--- src/rtl/fifo_pkg.sv ---
// Shared definitions for the FIFO core and its write-side arbiter.
package fifo_pkg;

  typedef enum logic {
    ST_IDLE  = 1'b0,
    ST_BURST = 1'b1
  } arb_state_t;

  localparam int FIFO_WIDTH = 8;
  localparam int FIFO_DEPTH = 16;

endpackage

--- src/rtl/fifo_wr_arbiter_rr_pick.sv ---
// Round-robin pick: rotate requests so the slot after 'last' sits at bit 0,
// take the lowest set bit, then rotate the index back.
module rr_pick #(
  parameter int NUM_REQ  = 4,
  parameter int ID_WIDTH = 2
) (
  input  logic [NUM_REQ-1:0]  req,
  input  logic [ID_WIDTH-1:0] last,
  output logic [ID_WIDTH-1:0] winner,
  output logic                valid
);

  // One extra bit so start + index never overflows before the modulo.
  localparam logic [ID_WIDTH:0] N_W = (ID_WIDTH+1)'(NUM_REQ);

  logic [ID_WIDTH:0]  start;
  logic [ID_WIDTH:0]  idx;
  logic [ID_WIDTH:0]  sum;
  logic [NUM_REQ-1:0] rot;

  // Rotate, priority-encode, un-rotate.
  always_comb begin
    start = {1'b0, last} + 1'b1;
    if (start >= N_W) start = '0;
    rot = NUM_REQ'({req, req} >> start);
    idx = '0;
    for (int i = NUM_REQ - 1; i >= 0; i--) begin
      if (rot[i]) idx = (ID_WIDTH+1)'(i);
    end
    sum = idx + start;
    if (sum >= N_W) sum = sum - N_W;
    winner = ID_WIDTH'(sum);
    valid  = |req;
  end

endmodule

--- src/rtl/fifo_wr_arbiter.sv ---
// Round-robin write arbiter in front of a single FIFO write port.
// One producer owns the port per grant, for up to MAX_BURST words.
module fifo_wr_arbiter
  import fifo_pkg::*;
#(
  parameter int NUM_REQ   = 4,
  parameter int WIDTH     = FIFO_WIDTH,
  parameter int MAX_BURST = 4,
  parameter int ID_WIDTH  = 2
) (
  input  logic                     clk,
  input  logic                     reset,
  input  logic [NUM_REQ-1:0]       req,
  input  logic [NUM_REQ*WIDTH-1:0] req_data,
  output logic [NUM_REQ-1:0]       ack,
  output logic [NUM_REQ-1:0]       gnt,
  output logic                     busy,
  input  logic                     fifo_full,
  output logic                     fifo_wr_en,
  output logic [WIDTH-1:0]         fifo_wr_data
);

  localparam int CNT_W = $clog2(MAX_BURST) + 1;
  localparam logic [CNT_W-1:0] MAX_CNT = CNT_W'(MAX_BURST);

  arb_state_t          state;
  logic [ID_WIDTH-1:0] owner;
  logic [ID_WIDTH-1:0] last;
  logic [CNT_W-1:0]    burst_cnt;
  logic [CNT_W-1:0]    cnt_next;
  logic [ID_WIDTH-1:0] winner;
  logic                pick_valid;
  logic                owner_req;
  logic [WIDTH-1:0]    slices [NUM_REQ];
  logic [WIDTH-1:0]    owner_data;

  rr_pick #(
    .NUM_REQ (NUM_REQ),
    .ID_WIDTH(ID_WIDTH)
  ) u_pick (
    .req   (req),
    .last  (last),
    .winner(winner),
    .valid (pick_valid)
  );

  // Split the packed producer bus and select the owner's request and word.
  always_comb begin
    for (int i = 0; i < NUM_REQ; i++) begin
      slices[i] = req_data[i*WIDTH +: WIDTH];
    end
    owner_req  = req[owner];
    owner_data = slices[owner];
    cnt_next   = burst_cnt + 1'b1;
  end

  // Write port: combinational so a rising full or falling request blocks the write in the same cycle.
  always_comb begin
    busy         = (state == ST_BURST);
    fifo_wr_en   = busy & owner_req & ~fifo_full;
    fifo_wr_data = busy ? owner_data : '0;
    ack          = '0;
    if (fifo_wr_en) ack[owner] = 1'b1;
  end

  // Arbitration FSM; a dropped owner request takes precedence over a full stall.
  always_ff @(posedge clk or negedge reset) begin
    if (!reset) begin
      state     <= ST_IDLE;
      owner     <= '0;
      last      <= ID_WIDTH'(NUM_REQ - 1);
      burst_cnt <= '0;
      gnt       <= '0;
    end else begin
      case (state)
        ST_IDLE: begin
          if (pick_valid) begin
            owner     <= winner;
            gnt       <= NUM_REQ'(1) << winner;
            burst_cnt <= '0;
            state     <= ST_BURST;
          end else begin
            gnt <= '0;
          end
        end
        ST_BURST: begin
          if (!owner_req) begin
            last  <= owner;
            gnt   <= '0;
            state <= ST_IDLE;
          end else if (!fifo_full) begin
            burst_cnt <= cnt_next;
            if (cnt_next == MAX_CNT) begin
              last  <= owner;
              gnt   <= '0;
              state <= ST_IDLE;
            end
          end
        end
        default: begin
          state <= ST_IDLE;
          gnt   <= '0;
        end
      endcase
    end
  end

endmodule

--- config.mk ---
export PLATFORM = sky130hd
export DESIGN_NAME = fifo_wr_arbiter
export DESIGN_NICKNAME = d
export VERILOG_FILES = /design/src/rtl/fifo_pkg.sv /design/src/rtl/fifo_wr_arbiter_rr_pick.sv /design/src/rtl/fifo_wr_arbiter.sv
export SDC_FILE = /design/constraint.sdc
export NUM_CORES = 1
export LEC_CHECK = 0
export ABC_CLOCK_PERIOD_IN_PS = 3200
export BUFFER_PORTS_ARGS = -buffer_cell sky130_fd_sc_hd__buf_4
export CAP_MARGIN = 20
export CORE_AREA = 2 2 66 68
export DETAILED_ROUTE_END_ITERATION = 12
export DIE_AREA = 0 0 68 70
export HOLD_SLACK_MARGIN = 0.08
export PLACE_DENSITY = 0.59
export SLEW_MARGIN = 40
export SYNTH_ARGS = -nofsm -noshare
export SYNTH_HDL_FRONTEND = slang
export SYNTH_SLANG_ARGS = --single-unit
--- constraint.sdc ---
create_clock -name clk -period 3.2 [get_ports clk]
set_clock_uncertainty 0.2 [all_clocks]
set_input_delay 0.32 -clock clk [delete_from_list [all_inputs] [get_ports clk]]
set_output_delay 0.32 -clock clk [all_outputs]
set_load 0.1 [all_outputs]
==> impl_table.tex <==
\begin{tabular}{lr}
\hline
Metric & Value \\
\hline
\multicolumn{2}{l}{\textbf{Clock network}} \\
Library cell used as clock root buffer & clkbuf\_8 \\
H-tree depth & 1 \\
Post-CTS resize count & 0 \\
Clock tree from TritonCTS & done \\
Source-to-sink clock delay at the later pin of the worst-skew pair & 240 ps \\
Clk buf depth & 2 \\
Number of clock sinks & 12 \\
TritonCTS buffer count & 3 \\
Number of hold buffers added after cts & 1 \\
Clock-pin slew reported for the worst setup and hold paths after clock tree synthesis & 50 ps \\
Buffers inserted by post-CTS timing repair & 0 \\
\multicolumn{2}{l}{\textbf{Synth}} \\
Synth area leaders & dfrtp\_1 (22\%), mux4\_2 (9.7\%), mux4\_1 (9.1\%) \\
Distinct cell type count after synthesis & 38 \\
Synthesized area per cell & 9.565 um\^{}2 \\
Syn Std Cell Area & approximately 0.0012 mm\^{}2 \\
Part of the Yosys area used for sequential elements & a little over a quarter \\
Number of enable flip-flop cells after synthesis & 0 \\
Async set-or-reset flop fraction in the synthesized netlist & 100.0\% \\
Area share of the leading cell type in the synthesized netlist & 21.62\% \\
Post-Synthesis Cells & 121 \\
Most used flip-flop cell after synthesis & dfrtp\_1 \\
Number of synthesized register bits & 12 \\
Post-synthesis net count & 164 \\
Biggest area consumer among synthesized cells & dfrtp\_1 \\
Warning count from the yosys run & 0 \\
\multicolumn{2}{l}{\textbf{Run status}} \\
Status & finished clean \\
\multicolumn{2}{l}{\textbf{Floorplan}} \\
Width of the die & 68 um \\
Starting density of the core & between 20\% and 30\% \\
Number of placement rows & 24 \\
Die area & approximately 0.0048 mm\^{}2 \\
Die H & 70 um \\
I/O pin count & 57 \\
Core Region & $\sim$0.0041 mm\^{}2 \\
\multicolumn{2}{l}{\textbf{STA}} \\
Setup violation total in the final timing report & 0 \\
Clock period minus final worst setup slack & 2528 ps \\
Transition time at the pin with the least slew margin & 471.4 ps \\
Worst slew margin relative to its limit & 68.58\% \\
Final Max Slew Viols & 0 \\
Crit share post-route & 78.99\% \\
Sum of negative setup slack & 0 ps \\
Fmax & 395.6 MHz \\
Hold Violations, Final & 0 \\
Unrepaired setup endpoints after global routing & no \\
\multicolumn{2}{l}{\textbf{Detailed routing}} \\
Via-per-instance ratio & 4.852 \\
Routed vias & 1111 \\
DRC violation count after routing & 0 \\
Iteration-0 DRC Markers & 36 \\
Detailed Route WL & 3061 um \\
Total iterations of the first detailed-routing run & 4 \\
Routed len/inst & 13.37 um \\
Remaining antenna violation count & 0 \\
\multicolumn{2}{l}{\textbf{Place}} \\
Placed wire-length estimate after detailed placement & 2406 um \\
Count of buffers inserted at the top-level ports & 56 \\
Placer Congestion & 0.7683 \\
\multicolumn{2}{l}{\textbf{Layout}} \\
Layout Utilization & 40.04\% \\
Total area of multi-input combinational cells & 782.0 um\^{}2 \\
Commonest cells after routing, fill and taps aside & buf\_4 (58), nand2\_1 (13), nand3\_1 (11) \\
Final Net Count & 221 \\
Fraction of layout instances using a drive strength above 1 & 45.20\% \\
Flip-flop and latch area & 302.8 um\^{}2 \\
Growth of design area from synthesis to finish & 43.35\% \\
Most common library cell in the layout ignoring fill and taps & buf\_4 \\
Number of inserted filler cells in the final layout & 407 \\
Count of antenna diodes in the layout & 0 \\
\multicolumn{2}{l}{\textbf{Job}} \\
MaxCap Viol Count & 0 \\
\multicolumn{2}{l}{\textbf{Setup path}} \\
Worst setup path class & register to register \\
Arrival time at the worst endpoint & 2500 ps \\
Data required time at the worst endpoint & 3170 ps \\
Worst setup EP type & register \\
Largest fanout on the critical path & 10 \\
Kind of start point of the critical path & register \\
FF-to-FF path depth & 11 \\
\multicolumn{2}{l}{\textbf{GRT}} \\
Global route overflow & 0 \\
Number of global-route vias before repair & approximately 1000 \\
Maximum number of pins on one net before global-route repair & 15 \\
GRT Overall Usage & between 10\% and 20\% \\
Global-route wire length before repair & 4643 um \\
Antenna violations before repair & 0 \\
\multicolumn{2}{l}{\textbf{Hold path}} \\
Worst hold path class & input pin to async pin \\
\hline
\end{tabular}
logic make-up after synthesis:
| group | Yosys count | share of synthesized area (%) |
|---|---|---|
| DFF | 12 | 26.16 |
| xor gates and xnor gates | 3 | 2.271 |
| muxes | 11 | 21.41 |
| adders and majority gates | 4 | 4.324 |
| buffers and inverters | 12 | 7.350 |
| AOI/OAI and AO/OA | 26 | 14.81 |
| and+or+nand+nor | 53 | 23.68 |
synth_stat cells, types with 2 or more instances:
cell type	n
nand3_1	11
xnor2_1	2
o211ai_1	2
dfrtp_1	10
clkbuf_8	2
a2bb2oi_1	2
mux2_4	2
and2_1	8
mux4_1	4
dfstp_2	2
nand2_1	13
inv_1	4
buf_6	2
ha_1	4
a21o_1	3
nor3_1	3
nor2_1	9
mux4_2	5
a21oi_1	3
and3_1	3
o21ai_0	10
stage by stage:
stage / instance area, um^2 / setup slack [ps] / hold WS (ps) / std cells
finish: 1659 / 672.3 / 261.0 / 229
global route: 1659 / 392.4 / 258.7 / 229
CTS: 1659 / 662.5 / 253.2 / 229
detailed placement: 1604 / 674.5 / -23.49 / 224
global placement: 1604 / 710.1 / -27.89 / 224
floorplan: 1170 / 64.95 / -175.6 / 121
routing by layer:
layer | part of all wire (%) | track usage (%) | vias up
li1 | - | - | 555
met1 | 39 | 14.10 | 502
met2 | 46 | 22.22 | 54
met3 | 15 | 5.475 | 0
met4 | 0 | 1.333 | 0
met5 | 0 | 0 | -
final timing paths:
check	from	end	slack, ps
worst max-delay path	last[0]$_DFFE_PN1P_	gnt[1]$_DFFE_PN0P_	670
worst min-delay path	reset	gnt[2]$_DFFE_PN0P_	260
worst max register to register	last[0]$_DFFE_PN1P_	gnt[1]$_DFFE_PN0P_	670
worst min register to register	gnt[2]$_DFFE_PN0P_	gnt[2]$_DFFE_PN0P_	310
max in group asynchronous	reset	last[1]$_DFFE_PN1P_	2300
min in group clk	gnt[2]$_DFFE_PN0P_	gnt[2]$_DFFE_PN0P_	310
worst max-delay path, cell delays in order, from the launching register on:
cell	delay, ps
dfstp_2	620
ha_1	330
nand2_1	120
a2bb2oi_1	70
nor2_1	80
a21oi_1	40
o21ai_0	160
ha_1	220
xor2_1	250
and3_1	210
o21ai_0	80
nand3_1	90
state kept, by name, indices dropped and copies added (netlist names):
signal,flops
last,2
busy,1
gnt,4
owner,2
burst_cnt,3
final cells by class:
| cell class | count | share of cell area, % |
|---|---|---|
| Multi-Input combinational cell | 97 | 47.13 |
| Timing Repair Buffer | 59 | 26.85 |
| Sequential cell | 12 | 18.25 |
| Tap cell | 52 | 3.922 |
| Clock buffer | 4 | 2.715 |
| Inverter | 5 | 1.131 |
Power is left out: the tool's default activity adds up to more than one toggle a clock period on the data nets, which glitch-free logic cannot reach.
